**src/rtl/demux1x2_stream.sv**
```systemverilog
// ---------------------------------------------------------------------------
// demux1x2_stream
//
// Routes one valid/ready input stream to one of two output streams. Each
// input word carries its own select bit. Each output has a private FIFO, so a
// stalled consumer only blocks new words that are bound for its own output.
//
// Parameters:
//   n      data width in bits (default 32)
//   DEPTH  entries per output FIFO; a power of 2, at least 2 (default 2)
//
// Ports:
//   clk, rst                 rising-edge clock, synchronous active-high reset
//   in_valid/in_ready        producer handshake
//   in_sel                   destination of the presented word (0=out0, 1=out1)
//   in_data                  word to route
//   out0_valid/out0_ready    consumer 0 handshake; out0_data is the FIFO head
//   out1_valid/out1_ready    consumer 1 handshake; out1_data is the FIFO head
//   flush                    synchronous discard of every queued word
//   cnt0, cnt1               (only with DEMUX1X2_STATS_EN) 16-bit wrapping
//                            counts of pushes accepted for out0 and out1
//
// Optional feature macro: DEMUX1X2_STATS_EN
//
// Handshake: a transfer happens at a rising edge on which valid && ready.
// A producer holds data and select stable while valid=1 and ready=0.
// in_ready is a function of in_sel, FIFO state, rst and flush only. It never
// depends on outX_ready, so no combinational path runs from ready to ready.
// ---------------------------------------------------------------------------
module demux1x2_stream #(
    parameter int n     = 32,
    parameter int DEPTH = 2
) (
    input  logic         clk,
    input  logic         rst,
    input  logic         in_valid,
    output logic         in_ready,
    input  logic         in_sel,
    input  logic [n-1:0] in_data,
    output logic         out0_valid,
    input  logic         out0_ready,
    output logic [n-1:0] out0_data,
    output logic         out1_valid,
    input  logic         out1_ready,
    output logic [n-1:0] out1_data,
`ifdef DEMUX1X2_STATS_EN
    output logic [15:0]  cnt0,
    output logic [15:0]  cnt1,
`endif
    input  logic         flush
);

    localparam int AW = $clog2(DEPTH);
    localparam logic [AW:0] PTR_ONE = {{AW{1'b0}}, 1'b1};

    logic [1:0]   full;
    logic [1:0]   empty;
    logic [1:0]   pop;
    logic [1:0]   out_ready;
    logic [n-1:0] head [2];
    logic         push;

    assign out_ready = {out1_ready, out0_ready};

    // Only the FIFO addressed by in_sel gates acceptance. A pop in the same
    // cycle does not free a slot early.
    assign in_ready = !full[in_sel] && !rst && !flush;
    assign push     = in_valid && in_ready;

    for (genvar g = 0; g < 2; g++) begin : g_fifo
        logic [AW:0]  wptr;
        logic [AW:0]  rptr;
        logic [n-1:0] mem [DEPTH];
        logic         do_push;

        assign do_push  = push && (in_sel == 1'(g));

        // The extra pointer MSB tells full apart from empty when the
        // address bits match.
        assign empty[g] = (wptr == rptr);
        assign full[g]  = (wptr[AW] != rptr[AW]) &&
                          (wptr[AW-1:0] == rptr[AW-1:0]);
        assign pop[g]   = !empty[g] && out_ready[g];

        always_ff @(posedge clk) begin
            if (rst || flush) begin
                wptr <= '0;
                rptr <= '0;
            end else begin
                if (do_push) wptr <= wptr + PTR_ONE;
                if (pop[g])  rptr <= rptr + PTR_ONE;
            end
        end

        // Storage is not reset. Its contents do not matter while the FIFO
        // is empty, because the head is masked to zero then.
        always_ff @(posedge clk) begin
            if (do_push) mem[wptr[AW-1:0]] <= in_data;
        end

        assign head[g] = empty[g] ? '0 : mem[rptr[AW-1:0]];
    end

    assign out0_valid = !empty[0];
    assign out1_valid = !empty[1];
    assign out0_data  = head[0];
    assign out1_data  = head[1];

`ifdef DEMUX1X2_STATS_EN
    // Only rst clears the counters. A flush discards queued words but
    // leaves the statistics for pushes already accepted.
    always_ff @(posedge clk) begin
        if (rst) begin
            cnt0 <= '0;
            cnt1 <= '0;
        end else if (push) begin
            if (in_sel) cnt1 <= cnt1 + 16'd1;
            else        cnt0 <= cnt0 + 16'd1;
        end
    end
`endif

endmodule

```
**config.mk**
```make
export PLATFORM = sky130hd
export DESIGN_NAME = demux1x2_stream
export DESIGN_NICKNAME = d
export VERILOG_FILES = /design/src/rtl/demux1x2_stream.sv
export SDC_FILE = /design/constraint.sdc
export NUM_CORES = 1
export LEC_CHECK = 0
export ABC_AREA = 1
export CORE_UTILIZATION = 46
export DETAILED_ROUTE_END_ITERATION = 8
export HOLD_SLACK_MARGIN = 0.08
export PLACE_DENSITY = 0.86
export SLEW_MARGIN = 20
export SYNTH_ARGS = -nofsm -noshare
export SYNTH_HDL_FRONTEND = slang
export SYNTH_SLANG_ARGS = --single-unit
```
**constraint.sdc**
```tcl
create_clock -name clk -period 3.22 [get_ports clk]
set_input_delay 0.966 -clock clk [delete_from_list [all_inputs] [get_ports clk]]
set_output_delay 0.966 -clock clk [all_outputs]
set_load 0.05 [all_outputs]
```
==> flow_summary.yaml, run 1 <==
run_status:
  status: "complete, no violations"
clocking:
  clk_root_buffer_cell: "clkbuf_16"
  clk-insertion-delay-late_ns: 0.42
  cts_max_path_buffers: 2
  cts_tree: "yes"
  clkTransAtPathRegs_ns: 0.06
  htree_levels: 4
  numCtsBuffers: 17
  cts-resized-gates: 0
  clock_sink_count: 138
cells_and_area:
  final_util_pct: 64.76
  multi_input_area_um2: 1115
  fin_nets: 582
  fillCellCount: 764
  final-seq-area_um2: 4044
  drive_above_1_share_pct: 23.56
  antenna_cells: 0
  areaGrowthSynthToFinish_pct: 35.26
flow_run:
  drv_cap: 0
setup_path:
  crit_path_start_kind: "flop"
  worstPathRequired_ns: 2.25
  worst_path_max_delay_cell: "clkdlybuf4s50_1"
  worstSetupPathType: "flop to primary output"
  worstPathArrival_ns: 2.16
  r2r_slack_ns: 1.09
  crit_chain: "xor2_1, a21oi_4, inv_1, clkdlybuf4s50_1"
  critPathMaxFanout: 4
  slowest_delay_ns: 0.81
  end_kind: "primary output"
timing:
  worst_pin_slew_ns: 0.5434
  max_freq_mhz: 319.5
  final.min_clock_period_ns: 3.130
  rsz0062_at_grt: "false"
  fin_crit_sh_pct: 97.20
  skew_ns: 0.007659
  setup_viol: 0
  hold_viol: 0
  slew_headroom_pct: 63.73
  setup_tns_ns: 0
  maxSlewViolCount: 0
  timing.hold.ws_ns: 0.5009
detailed_routing:
  drt-pass1-iter-count: 5
  routedWlPerCell_um: 17.32
  vias_per_cell: 5.246
  drc: 0
  via_count: 3651
  ant_nets: 0
  drt_wl_total_um: 12060
  dr.first_iter.drc_count: 202
logic_synthesis:
  synth_nets: 457
  yosysSeqAreaShare_pct: 76.90
  syn_avg_cell_area_um2: 12.58
  yosysWarnings: 0
  synth_area_um2: 5259
  synth-main-ff-cell: "edfxtp_1"
  async_reset_ff_share_pct: 0
  synthTopCellsByArea: "edfxtp_1 73%, nand2_1 10%, a21oi_1 6.8%"
  yosys_register_bits: 138
  yosysMostFrequentCell: "nand2_1"
  synthTopCellsByCount: "146 x nand2_1, 128 x edfxtp_1, 71 x a21oi_1"
  synth.largest_area_cell: "edfxtp_1"
  synth_cells: 418
  yosysTopAreaCellShare_pct: 73.09
  synth_cell_types: 17
  synth_edf_count: 128
pwr:
  powerDensity_nw_per_um2: 585.9
  irDropWorstVdd_uv: 387.2
  p_leak_nw: 2.725
placed_design:
  gp_congestion: 0.8010
  numPortBuffers: 105
  hpwl_um: 7810
floorplan:
  coreArea_um2: 10980
  io_pins: 106
  dieArea_um2: 11860
  die_w_um: 108.9
  fp-row-count: 38
  die_y_um: 108.9
  start_util_pct: 47.88
hold_path:
  hp-class: "flop to flop"
global_routing:
  overflow: 0
  antenna_found_initial: 0
  grt_pass1_vias: 3598
  grt_max_degree: 34
  grt_pass1_wl_um: 18170
  groute.usage.overall_pct: 21.43
final cells by class:
type	count	area share (%)
clock buffers	17	5.981
inverters	16	0.8443
multi-input cells	244	15.67
repair buffers	126	15.37
well taps	140	2.463
flip-flops and latches	138	56.85
clock inverters	15	2.814
critical path: cells and delay by family (launching register included):
| kind | cells | cell delay [ns] |
|---|---|---|
| buffers and inverters | 2 | 0.92 |
| flip-flops | 1 | 0.45 |
| XOR/XNOR | 1 | 0.33 |
| AO/OA/AOI/OAI | 1 | 0.05 |
report_power, final:
group          switching [W]  internal (W)  total (W)
clock network       0.000827       0.00119    0.00202
registers         0.00000494       0.00198    0.00198
logic               0.000100     0.0000704   0.000171
cell usage in the layout, fill, tap and decap left out:
cell             synthesis  final
nand2_1                146    146
edfxtp_1               128    128
buf_4                    0     83
a21oi_1                 71     71
clkdlybuf4s50_1          0     39
clkbuf_16                0     17
inv_1                   15     15
dfxtp_1                 10     10
nor2_1                   7      5
inv_8                    0      5
nor2_4                   1      4
inv_6                    0      4
buf_12                   0      4
xor2_1                   3      3
nand4_1                  3      3
o21ai_0                  3      3
a21oi_4                  0      2
nand3_1                  2      2
nand3_2                  2      2
nor2_2                   3      2
bufinv_16                0      2
clkinv_8                 0      2
inv_2                    1      1
nor3b_2                  1      1
clkinv_4                 0      1
clkinvlp_4               0      1
cells by family (layout without fill, tap and decap cells):
| kind of cell | count (synthesis) | count (layout) | synth area share [%] |
|---|---|---|---|
| xor gates and xnor gates | 3 | 3 | 0.4997 |
| AOI/OAI and AO/OA | 76 | 76 | 7.376 |
| buffers and inverters | 36 | 174 | 2.569 |
| and+or+nand+nor | 165 | 165 | 12.66 |
| DFF | 138 | 138 | 76.90 |
final timing paths:
| check | start | endpoint | cells past startpoint |
|---|---|---|---|
| worst min-delay path | g_fifo[1].rptr[1] | g_fifo[1].rptr[1] | 2 |
| worst min register to register | g_fifo[1].rptr[1] | g_fifo[1].rptr[1] | 2 |
| worst max register to register | g_fifo[1].wptr[0] | g_fifo[0].mem[0][14] | 10 |
| worst max-delay path | g_fifo[0].wptr[0] | out0_valid | 4 |
sequential cells by signal, indices dropped and copies added, names as in the netlist, named ones only:
register     flops
g_fifo.mem     128
g_fifo.wptr      4
g_fifo.rptr      4
repair_timing:
action	CTS	global route
hold buffers	0	0
endpoints found under the setup margin	0	1
buffers inserted	0	1
through the flow:
step                      cell area (um^2)  total power, W  setup WS (ns)  cells
after floorplan                       5264        0.002084        0.08145    418
final                                 7113        0.004167        0.09030    696
after global routing                  7113        0.004281        0.02288    696
after global placement                6480        0.002182         0.2599    663
after CTS                             7106        0.004187        0.08030    695
after detailed placement              6480        0.002188         0.2434    663
metal layers:
layer | part of all wire [%] | routed length [um] | global-route usage [%] | vias to the layer above
met2 | 52 | 6222 | 36.61 | 154
li1 | - | - | - | 1705
met5 | 0 | 0 | 0 | -
met3 | 7.4 | 897 | 6.216 | 25
met4 | 2.1 | 258 | 9.653 | 0
met1 | 39 | 4678 | 24.95 | 1767
Power figures use the tool's default switching activity.
==> inputs of run 2 (changes only) <==
Settings changed: ABC_CLOCK_PERIOD_IN_PS set to 3220, MAX_ROUTING_LAYER set to met4.
==> run 2 against run 1 <==
Effect of this change: sequential share of layout area did not move; clock power barely moved; critical path depth did not move; maximum frequency barely moved; cell count did not move; total power barely moved; setup slack got worse by 0.00063 ns; sequential power barely moved; critical path type unchanged; largest cell class unchanged; largest power group unchanged.
==> flow_summary.yaml, run 2 (synthesis gave the netlist of run 1 again) <==
run_status:
  status: "complete, no violations"
cells_and_area:
  final_cell_mix: "146 x nand2_1, 128 x edfxtp_1, 83 x buf_4, 71 x a21oi_1, 39 x clkdlybuf4s50_1"
  fillCellCount: 764
  final-seq-area_um2: 4044
  multi_input_area_um2: 1115
  areaGrowthSynthToFinish_pct: 35.26
  fin_nets: 582
  mostFrequentLayoutCell: "nand2_1"
  largest_reg_flops: 128
  drive_above_1_share_pct: 23.56
  antenna_cells: 0
timing:
  final.min_clock_period_ns: 3.130
  setup_tns_ns: 0
  worst_pin_slew_ns: 0.5349
  fin_crit_sh_pct: 97.21
  max_freq_mhz: 319.5
  hold_viol: 0
  skew_ns: 0.009268
  fin_ws_ns: 0.08968
  rsz0062_at_grt: "false"
  setup_viol: 0
  slew_headroom_pct: 64.30
  timing.hold.ws_ns: 0.5020
  maxSlewViolCount: 0
floorplan:
  die_w_um: 108.9
  die_y_um: 108.9
  coreArea_um2: 10980
  start_util_pct: 47.88
  fp-row-count: 38
  io_pins: 106
  dieArea_um2: 11860
setup_path:
  worstPathRequired_ns: 2.25
  reg2reg_depth: 7
  slowest_delay_ns: 0.81
  endpoint: "out0_valid"
  crit_chain: "xor2_1, a21oi_4, inv_1, clkdlybuf4s50_1"
  r2r-start: "g_fifo[0].wptr[0]"
  r2r_slack_ns: 1.09
  path_depth: 4
  crit_path_start_kind: "flop"
  startpoint: "g_fifo[0].wptr[0]"
  worstPathArrival_ns: 2.16
  worst_path_max_delay_cell: "clkdlybuf4s50_1"
  worstSetupPathType: "flop to primary output"
  r2r_end: "g_fifo[1].mem[1][14]"
  critPathBufInv: 2
  critPathMaxFanout: 4
  crit_family: "buffers and inverters"
  end_kind: "primary output"
placed_design:
  post-place-ws_ns: 0.2434
  gp_congestion: 0.8126
  numPortBuffers: 105
  hpwl_um: 7810
clocking:
  clock_sink_count: 138
  clk_root_buffer_cell: "clkbuf_16"
  numCtsBuffers: 17
  clk-insertion-delay-late_ns: 0.42
  htree_levels: 4
  cts_tree: "yes"
  cts_max_path_buffers: 2
  clkTransAtPathRegs_ns: 0.06
  hold_buffers: 0
detailed_routing:
  drt_wl_total_um: 12140
  drc: 0
  via_count: 3640
  routedWlPerCell_um: 17.44
  vias_per_cell: 5.230
  ant_nets: 0
  dr.first_iter.drc_count: 195
  drt-pass1-iter-count: 4
global_routing:
  grt_pass1_vias: 3575
  grt_pass1_wl_um: 18260
  overflow: 0
  antenna_found_initial: 0
  grt_max_degree: 34
  groute.usage.overall_pct: 22.21
pwr:
  p_leak_nw: 2.725
  irDropWorstVdd_uv: 386.6
  powerDensity_nw_per_um2: 586.0
flow_run:
  drv_cap: 0
hold_path:
  hp-class: "flop to flop"
-- run 2: where the power goes --
part           total [W]  internal (W)  switching (W)
combinational   0.000171     0.0000703       0.000100
sequential       0.00198       0.00198     0.00000495
clock            0.00202       0.00119       0.000828
total            0.00417       0.00324       0.000933
-- run 2: repair_timing --
item,4_1_cts,5_1_grt
endpoints found under the setup margin,0,1
setup buffers,0,1
resized for setup,0,0
-- run 2: how the worst min path moves through the flow --
stage	startpoint	endpoint	slack, ns	cells after the start
after floorplan	g_fifo[1].rptr[1]	g_fifo[1].rptr[1]	0.46	2
after global placement	g_fifo[1].rptr[1]	g_fifo[1].rptr[1]	0.47	2
after detailed placement	g_fifo[0].rptr[0]	g_fifo[0].rptr[0]	0.49	1
after CTS	g_fifo[1].rptr[1]	g_fifo[1].rptr[1]	0.51	2
after global routing	g_fifo[0].wptr[1]	g_fifo[0].wptr[1]	0.53	2
final	g_fifo[1].rptr[1]	g_fifo[1].rptr[1]	0.50	2
-- run 2: metrics by stage --
step / utilization [%] / total power [W] / cells / cell area, um^2
after floorplan: - / 0.002084 / 418 / 5264
after global routing: 64.76 / 0.004285 / 696 / 7113
after global placement: 59.00 / 0.002182 / 663 / 6480
after CTS: 64.70 / 0.004187 / 695 / 7106
after detailed placement: 59.00 / 0.002188 / 663 / 6480
final: 64.76 / 0.004168 / 696 / 7113
-- run 2: cell type report --
class,instances,share of cell area [%]
Sequential cell,138,56.85
Multi-Input combinational cell,244,15.67
Timing Repair Buffer,126,15.37
Clock buffer,17,5.981
Clock inverter,15,2.814
Tap cell,140,2.463
Inverter,16,0.8443
-- run 2: per-layer routing --
metal / global-route usage (%) / vias up / wire length, um
li1: - / 1705 / -
met1: 25.32 / 1751 / 4800
met2: 36.66 / 158 / 6237
met3: 6.336 / 26 / 826
met4: 9.459 / 0 / 274
met5: - / - / 0
-- run 2: worst min-delay path, stage by stage (launching register included) --
cell and delay, ns:
dfxtp_1 0.31, inv_1 0.08, a21oi_1 0.07
==> inputs of run 3 (changes only) <==
Settings changed: CORE_UTILIZATION 46 to 30, PLACE_DENSITY 0.86 to 0.64.
==> run 3 against run 2 <==
Effect of this change: maximum frequency up 0.85%; sequential cell count unchanged; setup slack better by 0.026 ns.
==> flow_summary.yaml, run 3 (synthesis gave the netlist of run 1 again) <==
run_status:
  status: "complete, no violations"
pwr:
  total_power_w: 0.004109
  powerDensity_nw_per_um2: 516.5
  irDropWorstVdd_uv: 356.0
  combPwrFrac_pct: 4.7
  p_sw_share_pct: 20.07
  p_sw_w: 0.0008245
  p_leak_nw: 2.854
  power_frac_clock_pct: 47.1
  p_int_w: 0.003284
  p_seq_share_pct: 48.2
placed_design:
  hpwl_um: 8117
  numPortBuffers: 105
  gp_congestion: 0.7577
  post-place-ws_ns: 0.1321
  place_inst: 745
global_routing:
  overflow: 0
  groute.usage.overall_pct: 14.53
  grt_pass1_wl_um: 18830
  antenna_found_initial: 1
  grt_pass1_vias: 3581
  grt_max_degree: 35
timing:
  fin_crit_sh_pct: 96.40
  final.min_clock_period_ns: 3.104
  worst_pin_slew_ns: 0.5907
  skew_ns: 0.008908
  rsz0062_at_grt: "false"
  hold_viol: 0
  maxSlewViolCount: 0
  max_freq_mhz: 322.2
  fin_ws_ns: 0.1160
  slew_headroom_pct: 60.53
  setup_viol: 0
  setup_tns_ns: 0
detailed_routing:
  drt_wl_total_um: 12350
  drt-pass1-iter-count: 4
  drc: 0
  vias_per_cell: 4.546
  via_count: 3541
  routedWlPerCell_um: 15.86
  dr.first_iter.drc_count: 266
  ant_nets: 0
clocking:
  clk_root_buffer_cell: "clkbuf_16"
  cts_max_path_buffers: 2
  htree_levels: 4
  numCtsBuffers: 17
  clkTransAtPathRegs_ns: 0.06
  hold_buffers: 0
  clk-insertion-delay-late_ns: 0.40
  post_cts_buffers: 0
  cts_tree: "yes"
  clock_sink_count: 138
floorplan:
  fp-row-count: 48
  dieArea_um2: 18060
  start_util_pct: 30.51
  coreArea_um2: 17240
  die_w_um: 134.4
  die_y_um: 134.4
  io_pins: 106
cells_and_area:
  fillCellCount: 1478
  mostFrequentLayoutCell: "nand2_1"
  largest_reg_flops: 128
  drive_above_1_share_pct: 23.33
  final_cell_count_no_fill: 779
  areaGrowthSynthToFinish_pct: 51.27
  final_cell_mix: "146 x nand2_1, 128 x edfxtp_1, 71 x a21oi_1, 66 x buf_12, 38 x clkdlybuf4s50_1"
  fin_nets: 579
setup_path:
  crit_path_start_kind: "primary input"
  critPathMaxFanout: 5
  r2r_slack_ns: 0.92
  r2r-start: "g_fifo[0].wptr[0]"
  worstSetupPathType: "primary input to primary output"
  end_kind: "primary output"
  worstPathRequired_ns: 2.25
  worstPathArrival_ns: 2.14
  reg2reg_depth: 7
  r2r_end: "g_fifo[0].mem[1][24]"
hold_path:
  hp-class: "flop to flop"
  hold_start: "g_fifo[1].rptr[1]"
  min_to: "g_fifo[1].rptr[1]"
  min_path_cells: 2
flow_run:
  drv_cap: 0
[run 3: area by class of cell]
class / instances / area [um^2] / share of cell area [%]
Antenna cell: 1 / 2.502 / 0.03146
Clock buffer: 18 / 429.2 / 5.395
Clock inverter: 14 / 168.9 / 2.123
Inverter: 16 / 60.06 / 0.7550
Multi-Input combinational cell: 245 / 1131 / 14.22
Sequential cell: 138 / 4045 / 50.85
Tap cell: 225 / 281.5 / 3.539
Timing Repair Buffer: 122 / 1837 / 23.09
[run 3: repair_timing]
| action | in CTS | in global routing |
|---|---|---|
| gates resized for setup | 0 | 1 |
| cloned | 0 | 1 |
| endpoints found under the setup margin | 12 | 33 |
| pin swaps | 0 | 0 |
[run 3: how the worst max path moves through the flow]
stage                            from                  end
finish                         in_sel             in_ready
global route                   in_sel             in_ready
CTS                 g_fifo[0].wptr[0]        out0_data[19]
detailed placement             in_sel             in_ready
global placement               in_sel             in_ready
floorplan                         rst  g_fifo[0].mem[1][0]
[run 3: metal layers]
metal	GRT usage (%)	part of all wire, %	up-vias
met5	-	0	-
met4	5.618	1.9	0
met3	3.779	6.0	18
met2	23.17	49	125
met1	17.65	43	1694
li1	-	-	1704
[run 3: per-stage QoR]
step                      instance area, um^2  hold slack, ns  util (%)
after detailed placement                 7338          0.4807     42.57
after global placement                   7338          0.4709     42.57
after CTS                                7936          0.4931     46.04
final                                    7955          0.4953     46.15
after global routing                     7955          0.5169     46.15
after floorplan                          5264          0.4580         -
[run 3: power by group through the flow]
stage               sequential [W]  clock, W  combinational, W
finish                     0.00198   0.00194          0.000191
global route               0.00198   0.00206          0.000203
CTS                        0.00198   0.00198          0.000193
detailed placement         0.00202         0          0.000191
global placement           0.00202         0          0.000187
floorplan                  0.00202         0         0.0000656
[run 3: worst max-delay path: stages]
cell	delay, ns
clkdlybuf4s50_1	0.50
inv_1	0.14
nand3_1	0.08
nor2_1	0.21
nor2_4	0.08
buf_12	0.15
